**config.mk**
```make
export PLATFORM = sky130hd
export DESIGN_NAME = spart_tx
export DESIGN_NICKNAME = d
export VERILOG_FILES = /design/src/rtl/spart_pkg.sv /design/src/rtl/spart_tx.sv
export SDC_FILE = /design/constraint.sdc
export NUM_CORES = 1
export LEC_CHECK = 0
export ABC_AREA = 0
export BUFFER_PORTS_ARGS = -buffer_cell sky130_fd_sc_hd__buf_2
export CAP_MARGIN = 20
export CORE_MARGIN = 5
export CORE_UTILIZATION = 55
export CTS_BUF_LIST = sky130_fd_sc_hd__clkbuf_8
export DETAILED_ROUTE_END_ITERATION = 7
export GPL_TIMING_DRIVEN = 0
export PLACE_DENSITY = 0.76
export SLEW_MARGIN = 20
export SYNTH_ARGS = -nofsm -noshare
export SYNTH_HDL_FRONTEND = slang
export SYNTH_SLANG_ARGS = --single-unit
```
**constraint.sdc**
```tcl
create_clock -name clk -period 3.7 [get_ports clk]
set_input_delay 0.555 -clock clk [delete_from_list [all_inputs] [get_ports clk]]
set_output_delay 0.555 -clock clk [all_outputs]
set_load 0.05 [all_outputs]
```
**src/rtl/spart_pkg.sv**
```systemverilog
// Shared SPART definitions: transmit FSM encoding and the bus register map
// used by the baud generator, transmitter and receiver.
package spart_pkg;

  typedef enum logic [1:0] {
    IDLE  = 2'b00,
    START = 2'b01,
    DATA  = 2'b10,
    STOP  = 2'b11
  } tx_state_t;

  localparam logic [1:0] ADDR_DATA   = 2'b00;
  localparam logic [1:0] ADDR_STATUS = 2'b01;
  localparam logic [1:0] ADDR_DB_LO  = 2'b10;
  localparam logic [1:0] ADDR_DB_HI  = 2'b11;

endpackage

```
**src/rtl/spart_tx.sv**
```systemverilog
// SPART transmitter: double-buffered 8N1 serialiser paced by the baud
// generator's oversampled enable, with a buffer-ready flag for status reads.
module spart_tx
  import spart_pkg::*;
#(
  parameter int OVERSAMPLE = 16,
  parameter int DATA_BITS  = 8
) (
  input  logic                 clk,
  input  logic                 rst_n,
  input  logic                 baud_en,
  input  logic                 iocs,
  input  logic                 iorw,
  input  logic [1:0]           ioaddr,
  input  logic [DATA_BITS-1:0] tx_data,
  output logic                 txd,
  output logic                 tbr,
  output logic                 tx_busy
);

  localparam int TW = (OVERSAMPLE > 1) ? $clog2(OVERSAMPLE) : 1;
  localparam int BW = $clog2(DATA_BITS + 1);
  localparam logic [TW-1:0] TICK_LAST = TW'(OVERSAMPLE - 1);
  localparam logic [BW-1:0] BIT_LAST  = BW'(DATA_BITS - 1);

  tx_state_t             state_r, state_nxt_s;
  logic [TW-1:0]         tick_r, tick_nxt_s;
  logic [BW-1:0]         bit_r, bit_nxt_s;
  logic [DATA_BITS-1:0]  hold_r, hold_nxt_s;
  logic [DATA_BITS-1:0]  shift_r, shift_nxt_s;
  logic                  tbr_r, tbr_nxt_s;
  logic                  txd_r, txd_nxt_s;
  logic                  busy_r;
  logic                  wr_s, tick_end_s, load_s;

  assign wr_s       = iocs & ~iorw & (ioaddr == ADDR_DATA);
  assign tick_end_s = baud_en & (tick_r == TICK_LAST);

  // Next-state logic for the frame FSM, counters and the double buffer.
  always_comb begin
    state_nxt_s = state_r;
    tick_nxt_s  = tick_r;
    bit_nxt_s   = bit_r;
    shift_nxt_s = shift_r;
    hold_nxt_s  = hold_r;
    tbr_nxt_s   = tbr_r;
    load_s      = 1'b0;

    case (state_r)
      IDLE: begin
        if (!tbr_r && baud_en) begin
          load_s      = 1'b1;
          tick_nxt_s  = '0;
          state_nxt_s = START;
        end else begin
          state_nxt_s = IDLE;
        end
      end
      START: begin
        if (tick_end_s) begin
          tick_nxt_s  = '0;
          bit_nxt_s   = '0;
          state_nxt_s = DATA;
        end else if (baud_en) begin
          tick_nxt_s = tick_r + TW'(1);
        end else begin
          tick_nxt_s = tick_r;
        end
      end
      DATA: begin
        if (tick_end_s) begin
          tick_nxt_s  = '0;
          shift_nxt_s = shift_r >> 1;
          bit_nxt_s   = bit_r + BW'(1);
          if (bit_r == BIT_LAST) begin
            state_nxt_s = STOP;
          end else begin
            state_nxt_s = DATA;
          end
        end else if (baud_en) begin
          tick_nxt_s = tick_r + TW'(1);
        end else begin
          tick_nxt_s = tick_r;
        end
      end
      STOP: begin
        // A full holding register chains straight into the next start bit.
        if (tick_end_s) begin
          tick_nxt_s = '0;
          if (!tbr_r) begin
            load_s      = 1'b1;
            state_nxt_s = START;
          end else begin
            state_nxt_s = IDLE;
          end
        end else if (baud_en) begin
          tick_nxt_s = tick_r + TW'(1);
        end else begin
          tick_nxt_s = tick_r;
        end
      end
      default: begin
        state_nxt_s = IDLE;
        tick_nxt_s  = '0;
        bit_nxt_s   = '0;
      end
    endcase

    // Transfer needs a full buffer and a write needs an empty one, so they never collide.
    if (load_s) begin
      shift_nxt_s = hold_r;
      tbr_nxt_s   = 1'b1;
    end else if (wr_s && tbr_r) begin
      hold_nxt_s = tx_data;
      tbr_nxt_s  = 1'b0;
    end else begin
      hold_nxt_s = hold_r;
      tbr_nxt_s  = tbr_r;
    end
  end

  // Line level follows the state being entered so txd is a clean register output.
  always_comb begin
    txd_nxt_s = 1'b1;
    case (state_nxt_s)
      IDLE:    txd_nxt_s = 1'b1;
      START:   txd_nxt_s = 1'b0;
      DATA:    txd_nxt_s = shift_nxt_s[0];
      STOP:    txd_nxt_s = 1'b1;
      default: txd_nxt_s = 1'b1;
    endcase
  end

  // State, counter, buffer and output registers with synchronous reset.
  always_ff @(posedge clk) begin
    if (!rst_n) begin
      state_r <= IDLE;
      tick_r  <= '0;
      bit_r   <= '0;
      hold_r  <= '0;
      shift_r <= '0;
      tbr_r   <= 1'b1;
      txd_r   <= 1'b1;
      busy_r  <= 1'b0;
    end else begin
      state_r <= state_nxt_s;
      tick_r  <= tick_nxt_s;
      bit_r   <= bit_nxt_s;
      hold_r  <= hold_nxt_s;
      shift_r <= shift_nxt_s;
      tbr_r   <= tbr_nxt_s;
      txd_r   <= txd_nxt_s;
      busy_r  <= (state_nxt_s != IDLE);
    end
  end

  assign txd     = txd_r;
  assign tbr     = tbr_r;
  assign tx_busy = busy_r;

endmodule

```
==> summary.txt <==
status = finished, final reports clean
Max VDD drop = 0.332 mV
Area growth syn-to-layout = 13.2%
n_diodes = 0
FP Rows = 19
WS Path Type = register to register
CP dominant cell by count = ha_1
Layout Nets = 204
synth unique cells = 39
Clock Sinks = 29
top cell type's share of synthesized area = 0.381
Crit Path Max Fanout = 5
met2 routed WL = 1.35 mm
CTS root buffer = clkbuf_8
RSZ-0062 raised after global routing = false
Initial DRT Pass Iterations = 4
Port Buffers = 16
Fin. Hold Viols = 0
core footprint = 2710 sq um
combinational fraction of design power = 0.068
Post-synth top cells = dfxtp_1, mux2i_1, nor2b_1
Hold WC Path Type = register to register
slew margin rel. = 0.649
area of the die = 3920 sq um
yosys warns = 0
Critical Path RT = 3.89 ns
Final setup viols = 0
Max Cap Violations = 0
placer's final routability congestion estimate = 0.834
switching share of total power = 0.239
ys async rst share = 0
antenna violations before repair = 0
Remaining DRCs = 0
Yosys reg bits = 29
most frequent cell after synthesis = dfxtp_1
hold_ws = 0.467 ns
DP Worst Slack = 1.42 ns
drt total wl = 2.84 mm
first-pass GRT wire length = 5.05 mm
crit path DAT = 2.39 ns
crit path launch type = register
worst path cell trace = ha_1 -> nand4_1 -> a311oi_1 -> inv_1 -> ha_1 -> nor2b_1 -> o21ai_0 -> o221ai_1
post-synth top area cell = dfxtp_1
vias in the first global route = 1136
Clock power frac = 0.406
Post CTS Setup Buffer Count = 0
via total after detailed routing = 1137
clk_skew = 0.00834 ns
largest cells by area after synthesis = dfxtp_1, mux2i_1, ha_1
Reg power frac = 0.526
Post-synth EDFFs = 0
worst skew pair latency = 0.28 ns
Post-synth top flop = dfxtp_1
crit path capture type = register
slowest CP cell = a311oi_1
Die W = 62.6 um
global route total overflow = 0
H-Tree Depth = 2
min Tclk post-route = 2.20 ns
pwr dens = 353 nW/um^2
post-DP HPWL = 2.19 mm
hold_buf cts = 0
Clock Path Buffers = 2
post-synthesis sequential area ratio = 0.381
IO Count = 18
Mapped Area = 1520 sq um
CTS Buf Count = 5
fmax = 0.454 GHz
Leakage Power = 0.771 nW
Max Slew Vio Count = 0
worst slew pin tran = 0.523 ns
Tcrit/Tclk final = 0.596
Met1 Routed Length = 1.33 mm
layout cells sized above 1 = 0.189
largest net degree at the start of global routing = 11
top sig layer = met4
PostCTS Resize Cnt = 0
CTS clk-pin slew, worst paths = 0.06 ns
per-cell routed wire length = 13.4 um
Starting Density = 0.562
internal power = 0.464 mW
setup TNS = 0 ns
via/cell ratio = 5.39
Post-Synthesis Cells = 156
post-route ant nets = 0
Sw Pwr = 0.146 mW
drt first-iter violations = 33
die height = 62.6 um
total nets after synthesis = 181
slack of the critical path = 1.50 ns
CTS tree = done
met3 routed WL = 99 um
max incr delay on CP = 0.56 ns
syn avg cell area = 9.77 sq um
GRT Total Usage = 0.159
==> critical path: cells and delay by family (launching register included) <==
| family | cells | cell delay (ns) |
|---|---|---|
| compound gates | 3 | 0.80 |
| fa+ha+maj | 2 | 0.45 |
| flops | 1 | 0.37 |
| simple gates | 2 | 0.35 |
| buf+inv | 1 | 0.14 |
==> sequential cells by signal, summed over array words and instances, names as in the netlist <==
signal / flops
shift_r: 8
tick_r: 4
bit_r: 4
state_r: 2
txd: 1
tx_busy: 1
hold_r: 8
tbr: 1
==> power groups by stage <==
stage | clock (mW) | sequential [mW] | combinational, mW
after floorplan | 0 | 0.331 | 0.0236
after global placement | 0 | 0.327 | 0.0410
after detailed placement | 0 | 0.327 | 0.0422
after CTS | 0.251 | 0.320 | 0.0422
after global routing | 0.266 | 0.321 | 0.0465
final | 0.247 | 0.320 | 0.0417
==> placed cells by master (no fill, tap or decap), drive strengths merged, types with 2 or more instances in the layout <==
master  Yosys  routed
inv         6       7
clkbuf      4       9
dfxtp      29      29
nor2b      15      15
clkinv      0       2
o211ai      3       3
nor2        6       6
and3b       2       2
nand3       4       4
buf         4      20
nor3        2       2
a211oi      3       3
nand2       7       7
o21ai      12      12
and2        3       3
a22oi       2       2
a21boi      2       2
a21oi       7       7
nand2b      3       3
and3        2       2
mux2i      16      16
ha         10      10
o21a        4       4
==> per-stage QoR <==
step	util	power (mW)	instances	instance area, sq um
after floorplan	-	0.354	156	1520
after global placement	0.606	0.368	203	1640
after detailed placement	0.606	0.370	203	1640
after CTS	0.637	0.614	211	1730
after global routing	0.637	0.633	211	1730
final	0.637	0.609	211	1730
==> final timing paths <==
kind / cells past startpoint / slack, ns / endpoint / startpoint
worst max-delay path: 8 / 1.50 / txd$_SDFF_PN1_ / tick_r[0]$_SDFFE_PN0P_
worst min-delay path: 2 / 0.47 / shift_r[7]$_SDFFE_PN0P_ / hold_r[7]$_SDFFE_PN0P_
worst max register to register: 8 / 1.50 / txd$_SDFF_PN1_ / tick_r[0]$_SDFFE_PN0P_
worst min register to register: 2 / 0.47 / shift_r[7]$_SDFFE_PN0P_ / hold_r[7]$_SDFFE_PN0P_
==> cell type report <==
cell class / count / area [sq um]
plain buffers: 8 / 68.8
clock buffers: 5 / 68.8
clock inverters: 3 / 13.8
fillers: 242 / 985
inverters: 6 / 22.5
multi-input cells: 113 / 852
flip-flops and latches: 29 / 581
well taps: 31 / 38.8
repair buffers: 16 / 80.1
==> kinds of logic after synthesis <==
group	count (synthesis)	synth area share
compound gates	38	0.170
simple gates	49	0.202
fa+ha+maj	10	0.0821
flops	29	0.381
buf+inv	14	0.0599
mux	16	0.105
==> layer usage <==
layer  track usage  vias to the layer above
li1              -                      601
met1         0.189                      515
met2         0.260                       17
met3        0.0414                        4
met4        0.0796                        0
met5             0                        -
(Power assumes the default switching activity.)
